`config.mk`:
```
export PLATFORM = sky130hd
export DESIGN_NAME = pio_sm_sequencer_flat
export DESIGN_NICKNAME = d
export VERILOG_FILES = /design/src/rtl/pio_pkg.sv /design/src/rtl/pio_sm_sequencer_if.sv /design/src/rtl/pio_clk_div.sv /design/src/rtl/pio_sm_sequencer.sv /design/src/flat_wrapper.sv
export SDC_FILE = /design/constraint.sdc
export NUM_CORES = 1
export LEC_CHECK = 0
export ABC_CLOCK_PERIOD_IN_PS = 5410
export CAP_MARGIN = 20
export CORE_ASPECT_RATIO = 0.75
export CORE_MARGIN = 8
export CORE_UTILIZATION = 51
export CTS_CLUSTER_SIZE = 12
export DETAILED_ROUTE_END_ITERATION = 10
export HOLD_SLACK_MARGIN = 0.15
export PLACE_DENSITY = 0.92
export SLEW_MARGIN = 20
export SYNTH_ARGS = -nofsm -noshare
export SYNTH_HDL_FRONTEND = slang
export SYNTH_SLANG_ARGS = --single-unit
```
`constraint.sdc`:
```
create_clock -name clk -period 5.41 [get_ports clk]
set_input_delay 1.082 -clock clk [delete_from_list [all_inputs] [get_ports clk]]
set_output_delay 1.082 -clock clk [all_outputs]
set_load 0.01 [all_outputs]
```
`src/rtl/pio_pkg.sv`:
```
// Shared definitions for the PIO state-machine sequencer slice.
// Contents:
//   PIO_ADDR_W / PIO_DELAY_W / PIO_DIV_W - default widths of the instruction
//                                          address, delay field and divider.
//   sm_state_e                           - sequencer FSM state encoding.
package pio_pkg;

  localparam int PIO_ADDR_W  = 4;
  localparam int PIO_DELAY_W = 5;
  localparam int PIO_DIV_W   = 16;

  typedef enum logic {
    EXEC  = 1'b0,
    DELAY = 1'b1
  } sm_state_e;

endpackage

```
`src/rtl/pio_sm_sequencer_if.sv`:
```
// Decoder / program_counter side of the PIO sequencer.
// master : the sequencer (consumes decoder results, drives PC controls)
// slave  : the decoder/program_counter pair (or a bench standing in for them)
// Signals:
//   instr_stall/instr_jump/instr_jump_addr/instr_delay - decoder results
//   pc_en/jump_en/jump                                 - program_counter controls
//   exec_tick/delay_active/stalled                     - execution status
interface pio_sm_sequencer_if #(
  parameter int ADDR_W  = pio_pkg::PIO_ADDR_W,
  parameter int DELAY_W = pio_pkg::PIO_DELAY_W
);

  logic               instr_stall;
  logic               instr_jump;
  logic [ADDR_W-1:0]  instr_jump_addr;
  logic [DELAY_W-1:0] instr_delay;
  logic               pc_en;
  logic               jump_en;
  logic [ADDR_W-1:0]  jump;
  logic               exec_tick;
  logic               delay_active;
  logic               stalled;

  modport master (
    input  instr_stall, instr_jump, instr_jump_addr, instr_delay,
    output pc_en, jump_en, jump, exec_tick, delay_active, stalled
  );

  modport slave (
    output instr_stall, instr_jump, instr_jump_addr, instr_delay,
    input  pc_en, jump_en, jump, exec_tick, delay_active, stalled
  );

endinterface

```
`src/rtl/pio_clk_div.sv`:
```
// Integer execution divider for one PIO state machine.
// Ports:
//   clk    - system clock
//   rst    - asynchronous active-low reset
//   en     - state machine enable; count frozen when low
//   clear  - synchronous clear of the count (restart)
//   clkdiv - divide ratio; 0 and 1 both tick on every enabled cycle
//   tick   - combinational execution tick for the current cycle
module pio_clk_div
  import pio_pkg::*;
#(
  parameter int DIV_W = PIO_DIV_W
) (
  input  logic             clk,
  input  logic             rst,
  input  logic             en,
  input  logic             clear,
  input  logic [DIV_W-1:0] clkdiv,
  output logic             tick
);

  logic [DIV_W-1:0] div_cnt;
  logic [DIV_W-1:0] div_lim;

  assign div_lim = clkdiv - DIV_W'(1);

  // >= rather than == so that lowering clkdiv below the running count
  // ticks on the next enabled cycle instead of wrapping the counter.
  assign tick = en & ((clkdiv <= DIV_W'(1)) | (div_cnt >= div_lim));

  always_ff @(posedge clk or negedge rst) begin
    if (!rst) begin
      div_cnt <= '0;
    end else if (clear) begin
      div_cnt <= '0;
    end else if (en) begin
      div_cnt <= tick ? '0 : div_cnt + DIV_W'(1);
    end
  end

endmodule

```
`src/rtl/pio_sm_sequencer.sv`:
```
// Execution controller for one PIO state machine. Turns divider ticks,
// decoder stall/jump/delay results and host control into the pc_en /
// jump_en / jump controls of program_counter. All outputs are combinational
// from the registered state and the current inputs.
// Ports:
//   clk, rst          - system clock, asynchronous active-low reset
//   sm_en             - enable; state and divider frozen when low
//   sm_restart        - synchronous clear of divider count and pending delay
//   clkdiv            - execution divider ratio
//   force_jump/addr   - host forced jump, highest priority
//   bus (master)      - decoder results in, program_counter controls out
module pio_sm_sequencer
  import pio_pkg::*;
#(
  parameter int ADDR_W  = PIO_ADDR_W,
  parameter int DELAY_W = PIO_DELAY_W,
  parameter int DIV_W   = PIO_DIV_W
) (
  input  logic                clk,
  input  logic                rst,
  input  logic                sm_en,
  input  logic                sm_restart,
  input  logic [DIV_W-1:0]    clkdiv,
  input  logic                force_jump,
  input  logic [ADDR_W-1:0]   force_addr,
  pio_sm_sequencer_if.master  bus
);

  logic               tick;
  sm_state_e          state;
  sm_state_e          nxt_state;
  logic [DELAY_W-1:0] delay_cnt;
  logic [DELAY_W-1:0] nxt_delay_cnt;

  logic               pc_en_c;
  logic               jump_en_c;
  logic [ADDR_W-1:0]  jump_c;
  logic               exec_tick_c;
  logic               stalled_c;

  pio_clk_div #(
    .DIV_W (DIV_W)
  ) u_clk_div (
    .clk    (clk),
    .rst    (rst),
    .en     (sm_en),
    .clear  (sm_restart),
    .clkdiv (clkdiv),
    .tick   (tick)
  );

  // State register
  always_ff @(posedge clk or negedge rst) begin
    if (!rst) begin
      state     <= EXEC;
      delay_cnt <= '0;
    end else begin
      state     <= nxt_state;
      delay_cnt <= nxt_delay_cnt;
    end
  end

  // Next state and outputs
  always_comb begin
    nxt_state     = state;
    nxt_delay_cnt = delay_cnt;
    pc_en_c       = 1'b0;
    jump_en_c     = 1'b0;
    jump_c        = '0;
    exec_tick_c   = 1'b0;
    stalled_c     = 1'b0;

    if (sm_restart) begin
      nxt_state     = EXEC;
      nxt_delay_cnt = '0;
    end else if (tick) begin
      unique case (state)
        EXEC: begin
          if (bus.instr_stall) begin
            stalled_c = 1'b1;
          end else begin
            exec_tick_c = 1'b1;
            if (bus.instr_jump) begin
              jump_en_c = 1'b1;
              jump_c    = bus.instr_jump_addr;
            end else begin
              pc_en_c = 1'b1;
            end
            if (bus.instr_delay != '0) begin
              nxt_state     = DELAY;
              nxt_delay_cnt = bus.instr_delay;
            end
          end
        end
        DELAY: begin
          nxt_delay_cnt = delay_cnt - DELAY_W'(1);
          if (delay_cnt == DELAY_W'(1)) begin
            nxt_state = EXEC;
          end
        end
        default: nxt_state = EXEC;
      endcase
    end

    // Forced jump discards whatever the instruction path decided above.
    if (force_jump) begin
      pc_en_c       = 1'b0;
      jump_en_c     = 1'b1;
      jump_c        = force_addr;
      exec_tick_c   = 1'b0;
      stalled_c     = 1'b0;
      nxt_state     = EXEC;
      nxt_delay_cnt = '0;
    end

    // Outputs are combinational, so hold them low while reset is asserted.
    if (!rst) begin
      pc_en_c     = 1'b0;
      jump_en_c   = 1'b0;
      jump_c      = '0;
      exec_tick_c = 1'b0;
      stalled_c   = 1'b0;
    end
  end

  assign bus.pc_en        = pc_en_c;
  assign bus.jump_en      = jump_en_c;
  assign bus.jump         = jump_c;
  assign bus.exec_tick    = exec_tick_c;
  assign bus.stalled      = stalled_c;
  assign bus.delay_active = (state == DELAY);

endmodule
```
`src/flat_wrapper.sv`:
```
// flat-port wrapper written by rule: the top's interface ports become plain ports
module pio_sm_sequencer_flat import pio_pkg::*;
#(
  parameter int ADDR_W  = PIO_ADDR_W,
  parameter int DELAY_W = PIO_DELAY_W,
  parameter int DIV_W   = PIO_DIV_W
)
  (clk, rst, sm_en, sm_restart, clkdiv, force_jump, force_addr, bus_instr_stall, bus_instr_jump, bus_instr_jump_addr, bus_instr_delay, bus_pc_en, bus_jump_en, bus_jump, bus_exec_tick, bus_delay_active, bus_stalled);
  pio_sm_sequencer_if #(.ADDR_W(ADDR_W), .DELAY_W(DELAY_W)) bus_i ();
  input  logic clk;
  input  logic rst;
  input  logic sm_en;
  input  logic sm_restart;
  input  logic [DIV_W-1:0] clkdiv;
  input  logic force_jump;
  input  logic [ADDR_W-1:0] force_addr;
  input wire logic [$bits(bus_i.instr_stall)-1:0] bus_instr_stall;
  input wire logic [$bits(bus_i.instr_jump)-1:0] bus_instr_jump;
  input wire logic [$bits(bus_i.instr_jump_addr)-1:0] bus_instr_jump_addr;
  input wire logic [$bits(bus_i.instr_delay)-1:0] bus_instr_delay;
  output wire logic [$bits(bus_i.pc_en)-1:0] bus_pc_en;
  output wire logic [$bits(bus_i.jump_en)-1:0] bus_jump_en;
  output wire logic [$bits(bus_i.jump)-1:0] bus_jump;
  output wire logic [$bits(bus_i.exec_tick)-1:0] bus_exec_tick;
  output wire logic [$bits(bus_i.delay_active)-1:0] bus_delay_active;
  output wire logic [$bits(bus_i.stalled)-1:0] bus_stalled;
  assign bus_i.instr_stall = bus_instr_stall;
  assign bus_i.instr_jump = bus_instr_jump;
  assign bus_i.instr_jump_addr = bus_instr_jump_addr;
  assign bus_i.instr_delay = bus_instr_delay;
  assign bus_pc_en = bus_i.pc_en;
  assign bus_jump_en = bus_i.jump_en;
  assign bus_jump = bus_i.jump;
  assign bus_exec_tick = bus_i.exec_tick;
  assign bus_delay_active = bus_i.delay_active;
  assign bus_stalled = bus_i.stalled;
  pio_sm_sequencer #(.ADDR_W(ADDR_W), .DELAY_W(DELAY_W), .DIV_W(DIV_W)) u_core (.clk(clk), .rst(rst), .sm_en(sm_en), .sm_restart(sm_restart), .clkdiv(clkdiv), .force_jump(force_jump), .force_addr(force_addr), .bus(bus_i));
endmodule
```
After elaboration in Yosys (flattened, before gate mapping) --
Cells that the tools add are included.
Operators by class: add/sub/neg operators 3, magnitude comparators 2, equality and inequality tests 3, muxes and demuxes 49, bitwise logic cells 3, reduce and logical (&&, ||, !) cells 4
Operators with widths (number):
- two-way mux 16 bit | 3
- two-way mux 1 bit | 32
- two-way mux 4 bit | 7
- two-way mux 5 bit | 5
- adder 16 x 1 -> 16 bit, second input constant | 1
- greater-or-equal comparator 16 bit | 1
- <= comparator 16 x 1 -> 1 bit, second input constant | 1
- subtractor 16 x 1 -> 16 bit, second input constant | 1
- case mux 5 bit (2 select lines) | 1
- == test 5 x 1 -> 1 bit, second input constant | 1
- nonzero test 5 bit | 1
- subtractor 5 x 1 -> 5 bit, second input constant | 1
- != test 4 x 3 -> 1 bit, second input constant | 1
- != test 4 bit, second input constant | 1
- AND reduction 3 bit | 1
- nonzero test 3 bit | 1
- case mux 1 bit (2 select lines) | 1
- nonzero test 2 bit | 1
- AND 1 bit | 1
- inverter 1 bit | 1
- bitwise OR 1 bit | 1
Word-level totals: flip-flop bits (word level) 22, input port bits 36, output and inout port bits 9, word-level logic and storage cells 67

Longest topological paths before layout --
Gate-level depths: netlist of run 1.
depth after elaboration 8, depth in mapped cells 15, gate-level depth less buffers 14

Hierarchy --
Synthesis of run 1 repeated with hierarchy kept, for this count alone.
Unflattened totals: cells, all modules 255, area, all modules 2152.1 sq um
By module, submodules not included:
- pio_clk_div | times used 1, cells an instance 185, area each 1587.8 sq um, sequential area each 400.4 sq um
- pio_sm_sequencer | times used 1, cells an instance 70, area each 564.3 sq um, sequential area each 150.1 sq um

Worst setup path before layout of run 1 --
Ideal clock, no wire load.
path type input-to-output, start point in clkdiv[3], end point out bus_jump[0], data arrival time 4.135 ns, required time 4.328 ns, slack 0.193 ns, cell stages on the path 10, path buffers 0, cell sequence or4_1 -> or3_1 -> nor4_1 -> xnor2_1 -> ha_1 -> nand4_1 -> a2111oi_4 -> o2111ai_1 -> nor2_1 -> a32o_1
On the way: cells in the longest elaborated chain, start to end 8, elaborated cells on any way between the ends 9, those cells by class add/sub (1); order compare (2); mux (4); bitwise (2)
Ends and longest elaborated chain:
- from (decl) | line flat_wrapper.sv:14 | input logic [DIV_W-1:0] clkdiv;
- subtractor 16 x 1 -> 16 bit | line pio_clk_div.sv:25 | assign div_lim = clkdiv - DIV_W'(1);
- greater-or-equal comparator 16 bit | line pio_clk_div.sv:29 | assign tick = en & ((clkdiv <= DIV_W'(1)) | (div_cnt >= div_lim));
- bitwise OR 1 bit (*) | line pio_clk_div.sv:29
- AND 1 bit (*) | line pio_clk_div.sv:29
- two-way mux 4 bit (*) | line pio_sm_sequencer.sv:76 | end else if (tick) begin
- two-way mux 4 bit (*) | line pio_sm_sequencer.sv:73 | if (sm_restart) begin
- two-way mux 4 bit (*) | line pio_sm_sequencer.sv:106 | if (force_jump) begin
- two-way mux 4 bit (*) | line pio_sm_sequencer.sv:117 | if (!rst) begin
- to (decl) | line flat_wrapper.sv:23 | output wire logic [$bits(bus_i.jump)-1:0] bus_jump;
Mark *: on every way between the ends. The rest lies on a longest branch, timed or not.

Worst setup path in the final report of run 1 --
start point in clkdiv[4], end point out bus_pc_en
On the way: cells in the longest elaborated chain, start to end 8, elaborated cells on any way between the ends 9, those cells by class add/sub (1); order compare (2); mux (4); bitwise (2)
Ends and longest elaborated chain:
- subtractor 16 x 1 -> 16 bit | line pio_clk_div.sv:25
- greater-or-equal comparator 16 bit | line pio_clk_div.sv:29
- bitwise OR 1 bit (*) | line pio_clk_div.sv:29
- AND 1 bit (*) | line pio_clk_div.sv:29
- two-way mux 1 bit (*) | line pio_sm_sequencer.sv:76
- two-way mux 1 bit (*) | line pio_sm_sequencer.sv:73
- two-way mux 1 bit (*) | line pio_sm_sequencer.sv:106
- two-way mux 1 bit (*) | line pio_sm_sequencer.sv:117
- to (decl) | line flat_wrapper.sv:21 | output wire logic [$bits(bus_i.pc_en)-1:0] bus_pc_en;
Marks and branches as above.

==> run metrics, run 1 <==
port buffer count=44; Setup TNS=0 ns; initial antenna violation count=0; total number of vias=2309; delay-heaviest family, CP=simple AND/OR/NAND/NOR gates; Yosys reg bits=22; 1st-pass router iterations=6; Die Wd=88.8 um; synth warn=0; Final setup violation count=0; most frequent CP cell=buf_4; Mapped Cells=235; PwrDens=143 nW/um2; Final Core Density=75.9%; syn_area_per_cell=8.61 um2; worst skew pair latency=0.27 ns; H-tree depth=1; f_max=186 MHz; Cell Area, Synth=2020 um2; required time worst endpoint=4.33 ns; GRT Util Overall=19.2%; post-route ant nets=0; gpl congestion=0.863; Worst Path Buf+Inv=4; WS Path Type=input port to output pin; max_cap viols=0; status=finished clean; DRC=0; core area=3930 um2; # IOs=45; dpl cell area=2720 um2; total CTS buffers=3; Worst setup SP type=input port; layout cells sized above 1=25.0%; commonest non-fill, non-tap cell in the layout=buf_4; area delta synth->final=47.2%; nets@finish=374; Fin Clk Skew=0.00952 ns; drt wl/cell=18.2 um; Slew headroom=58.5%; critical path cell sequence=clkdlybuf4s15_1, or4_4, or3_4, nor4_4, xnor2_1, ha_1, nand4_1, a2111oi_4, buf_4, o2111ai_4, buf_4, nor3_2, buf_2; Lkg Pwr=1.37 nW; CTS sink count=22; die height=70.6 um; CTS root buffer=clkbuf_8; kind of end point of the critical path=output pin; global-route wire length before repair=9830 um; DR vias/cell=6.22; CTS tree=built; # placed instances=357; global route overflow=0; Site Rows=20; CTS Buffer Depth=2; Hold Buf Count CTS=0; crit share post-route=99.1%; peak fanout along the critical path=3; fin area=2980 um2; highest-count cells in the layout ignoring fill and taps=buf_4, clkdlybuf4s50_1, dfrtp_1; CP arrival=4.28 ns; Hold Violations, Final=0; Slew Viols, Final=0; starting density of the core=51.5%; ant diodes=0; sequential element share of the synthesized area=27.2%; Worst-path clk slew=0.08 ns; vias in the first global route=2112; pin count of the biggest net entering global routing=29; fillcell total=263; Iter 0 DRT Violations=268; Final HPWL DP=4430 um; Finished Layout Cells=371; Slowest-stage cell, CP=or4_4; Die ar.=6260 um2; Hold Crit Class=register to register; Detailed Route WL=6750 um; actual slew at the worst max-slew pin=0.623 ns; CP max stage delay=0.52 ns; Yosys cell types=49; VDD IR max=0.139 mV; Net Count, Synth=292; min Tclk post-route=5.36 ns
[worst paths after layout]
check | endpoint | cells past startpoint | startpoint | slack (ns)
worst max-delay path | bus_pc_en | 13 | clkdiv[4] | 0.05
worst min-delay path | u_core.u_clk_div.div_cnt[15]$_DFFE_PN0P_ | 1 | u_core.u_clk_div.div_cnt[15]$_DFFE_PN0P_ | 0.51
worst max register to register | u_core.u_clk_div.div_cnt[6]$_DFFE_PN0P_ | 10 | u_core.u_clk_div.div_cnt[6]$_DFFE_PN0P_ | 2.50
worst min register to register | u_core.u_clk_div.div_cnt[15]$_DFFE_PN0P_ | 1 | u_core.u_clk_div.div_cnt[15]$_DFFE_PN0P_ | 0.51
max in group asynchronous | u_core.u_clk_div.div_cnt[14]$_DFFE_PN0P_ | 2 | rst | 3.95
min in group asynchronous | u_core.u_clk_div.div_cnt[10]$_DFFE_PN0P_ | 2 | rst | 1.19
[sequential cells by signal (all words and copies together) (netlist names)]
name,cells
u_core.bus.delay_active,1
u_core.delay_cnt,5
u_core.u_clk_div.div_cnt,16
[what timing repair did]
item | CTS | global route
gates resized for setup | 47 | 23
setup buffers | 3 | 7
pin swaps | 16 | 21
endpoints found under the setup margin | 8 | 8
[per-layer routing]
metal	up-vias	share of wire [%]	wire [um]	global-route usage [%]
li1	1048	-	-	-
met1	1095	41	2740	24.8
met2	132	46	3130	31.4
met3	34	8.9	598	4.63
met4	0	4.2	284	3.93
met5	-	0	0	0
[power breakdown]
part / total [mW] / switching, mW / internal [mW]
Clock: 0.158 / 0.0589 / 0.0990
Sequential: 0.167 / 0.00194 / 0.166
Combinational: 0.101 / 0.0489 / 0.0517
[per-stage QoR]
stage	hold WS (ns)	setup WS (ns)	power, mW
3_5_place_dp	0.505	-0.820	0.263
6_report	0.512	0.0464	0.426
3_3_place_gp	0.492	-0.596	0.260
5_1_grt	0.552	-0.100	0.443
2_1_floorplan	0.459	0.193	0.205
4_1_cts	0.519	0.000716	0.420
[synth_stat cells, drive strengths merged]
cell type | count | area (um2)
inv | 9 | 33.8
dfrtp | 22 | 551
a31oi | 6 | 37.5
a32o | 4 | 40.0
buf | 2 | 8.75
or4 | 2 | 18.8
nand2b | 4 | 25.0
clkbuf | 3 | 11.3
xor2 | 4 | 35.0
a21boi | 1 | 7.51
mux2i | 3 | 30.0
a21oi | 10 | 50.1
o21ai | 17 | 88.8
or3b | 2 | 17.5
nor4b | 2 | 17.5
a211oi | 4 | 30.0
o211ai | 1 | 7.51
nor4 | 10 | 77.6
o2111ai | 1 | 8.76
and3 | 8 | 51.3
a22o | 1 | 8.76
o221ai | 1 | 26.3
nand2 | 21 | 78.8
nor2 | 18 | 70.1
nand3b | 1 | 7.51
o32ai | 1 | 8.76
a41oi | 2 | 17.5
nor3 | 8 | 40.0
nor2b | 4 | 25.0
ha | 21 | 263
a2111oi | 1 | 27.5
a311oi | 2 | 23.8
nor3b | 4 | 30.0
o21a | 3 | 22.5
or2 | 2 | 12.5
or3 | 3 | 20.0
xnor2 | 11 | 96.3
a21o | 5 | 37.5
nand3 | 8 | 40.0
a31o | 1 | 8.76
nand4 | 2 | 12.5
[cell type report]
class                      instances  area [um2]  area share, %
multi-input combinational        199        1550           51.9
timing repair buffer              82         708           23.8
sequential                        22         551           18.5
tap                               55        68.8           2.31
clock buffer                       3        41.3           1.39
inverter                           9        33.8           1.13
clock inverter                     1        30.0           1.01
[logic make-up (layout without fill, tap and decap cells)]
group           after synthesis  in the layout  synth area share [%]
buf+inv                      14             95                  2.66
fa+ha+maj                    21             21                  13.0
flops                        22             22                  27.2
mux                           3              3                  1.48
xor+xnor                     15             15                  6.49
compound gates               61             61                  22.3
simple gates                 99             99                  26.9
(Power assumes the default switching activity.)
==> run 2, diff against run 1 <==
Settings changed: CAP_MARGIN 20 to 15, CORE_MARGIN 8 to 3, SKIP_CTS_REPAIR_TIMING set to 1.
==> run 2 against run 1 <==
  * Critical path depth unchanged
  * Core utilization rose by 2.6 points
  * First-iteration DRC count decreased by 29%
  * Count of clock-buffer cells in the layout stayed put
  * Sequential cell count stayed put
  * Die area shrank 24%
  * Combinational power decreased by 5%
  * Worst hold slack lost 0.0044 ns
  * Critical endpoint is now bus_jump_en
  * Highest routed layer unchanged
==> run metrics, run 2 (synthesis gave the netlist of run 1 again) <==
VDD IR max=0.122 mV (-12%); Hold Violations, Final=0 (unchanged); Hold Crit Class=register to register; worst skew pair latency=0.27 ns (about the same); layout cells sized above 1=22.3% (-2.7 points); total number of vias=2241 (-2.9%); r2r worst-path depth=9 (-1); # IOs=45 (unchanged); highest-count cells in the layout ignoring fill and taps=buf_4, clkdlybuf4s50_1, dfrtp_1; Worst setup SP type=input port; ant diodes=0 (unchanged); kind of end point of the critical path=output pin; Setup TNS=0 ns (unchanged); port buffer count=44 (unchanged); Iter 0 DRT Violations=191 (-29%); Final HPWL DP=4200 um (-5.3%); core area=3730 um2 (-5.0%); 1st-pass router iterations=5 (-1); Slew headroom=58.3% (-0.18 points); Worst-path clk slew=0.09 ns (about the same); starting density of the core=54.2% (+2.7 points); pin count of the biggest net entering global routing=28 (-3.4%); global route overflow=0 (unchanged); reg2reg end=u_core.u_clk_div.div_cnt[9]$_DFFE_PN0P_; PwrDens=144 nW/um2 (+0.94%); global-route wire length before repair=8850 um (-10%); reg2reg setup slack=2.59 ns (+0.09 ns); area delta synth->final=44.6%; DR vias/cell=6.19 (-0.53%); min Tclk post-route=5.37 ns (+0.00311 ns); Slew Viols, Final=0 (unchanged); Die ar.=4770 um2 (-24%); CTS tree=built; worst hold margin=0.507 ns (-0.00440 ns); peak fanout along the critical path=3 (unchanged); initial antenna violation count=0 (unchanged); Final setup violation count=0 (unchanged); DRC=0 (unchanged); CTS sink count=22 (unchanged); total CTS buffers=3 (unchanged); WS Path Type=input port to output pin; Die Wd=78.8 um (-11%); max reg flops=16 (unchanged); H-tree depth=1 (unchanged); Site Rows=19 (-5.0%); f_max=186 MHz (about the same); required time worst endpoint=4.33 ns (about the same); gpl congestion=0.834 (-3.4%); Detailed Route WL=6390 um (-5.3%); CP arrival=4.28 ns (about the same); vias in the first global route=1961 (-7.1%); max_cap viols=0 (unchanged); Lkg Pwr=1.42 nW (+4.1%); fillcell total=239 (-9.1%); CTS root buffer=clkbuf_8; commonest non-fill, non-tap cell in the layout=buf_4; nets@finish=368 (-1.6%); CTS Buffer Depth=2 (unchanged); status=finished clean; crit share post-route=99.2% (about the same); drt wl/cell=17.7 um (-2.9%); Worst Hold Depth=1 (unchanged); Top reg by flops=u_core.u_clk_div.div_cnt; Final Core Density=78.4% (+2.6 points); Fin Clk Skew=0.00510 ns (-0.00442 ns); post-route ant nets=0 (unchanged); GRT Util Overall=23.5% (+4.3 points); Hold EP=u_core.u_clk_div.div_cnt[15]$_DFFE_PN0P_; actual slew at the worst max-slew pin=0.620 ns (-0.00309 ns); die height=60.6 um (-14%); dpl cell area=2710 um2 (-0.69%); fin area=2930 um2 (-1.8%); HP Start=u_core.u_clk_div.div_cnt[15]$_DFFE_PN0P_; worst flop-to-flop path startpoint=u_core.u_clk_div.div_cnt[14]$_DFFE_PN0P_
-- run 2: cell types whose count changed in the layout (fill, tap and decap cells not counted), sizes merged --
cell	before	now
dlymetal6s2s	9	14
clkdlybuf4s15	1	0
buf	46	34
clkbuf	3	5
-- run 2: critical path, stage by stage --
cell and delay [ns]:
dlymetal6s2s_1 0.14, or4_4 0.50, or3_4 0.43, nor4_4 0.17, xnor2_1 0.12, ha_1 0.37, nand4_1 0.18, a2111oi_4 0.46
buf_4 0.19, o21a_1 0.17, nor4b_4 0.20, o21a_1 0.15, buf_2 0.12
-- run 2: cell type report --
type                    count  area (um2)  share of cell area (%)
inverters                   9        33.8                    1.15
multi-input cells         199        1510                    51.6
repair buffers             76         696                    23.8
clock inverters             1        30.0                    1.03
flip-flops and latches     22         551                    18.8
clock buffers               3        41.3                    1.41
well taps                  52        65.1                    2.22
-- run 2: worst max path at each step --
stage	endpoint	slack (ns)	depth (start not counted)	startpoint
after floorplan	bus_jump[0]	0.19	10	clkdiv[3]
after CTS	bus_jump[3]	-0.75	14	clkdiv[3]
after global placement	bus_jump[1]	-0.54	14	clkdiv[3]
after global routing	bus_jump_en	-0.1	13	clkdiv[5]
after detailed placement	bus_jump[3]	-0.74	14	clkdiv[3]
final	bus_jump_en	0.04	13	clkdiv[5]
-- run 2: routing by layer --
layer / GRT usage, % / wire (um) / vias up
met5: 0 / 0 / -
met4: 3.99 / 106 / 0
met3: 5.19 / 501 / 14
met2: 38.8 / 2990 / 125
met1: 32.7 / 2790 / 1059
li1: - / - / 1043
-- run 2: through the flow --
stage               std cells  total power [mW]  setup slack (ns)
floorplan                 235             0.205             0.193
CTS                       356             0.416            -0.751
global placement          352             0.260            -0.542
global route              362             0.437           -0.0967
detailed placement        352             0.262            -0.740
finish                    362             0.422            0.0432
-- run 2: report_power, final --
part	leakage, nW	switching (mW)	internal [mW]
registers	0.306	0.00206	0.166
logic	1.08	0.0459	0.0503
clock network	0.0357	0.0596	0.0990
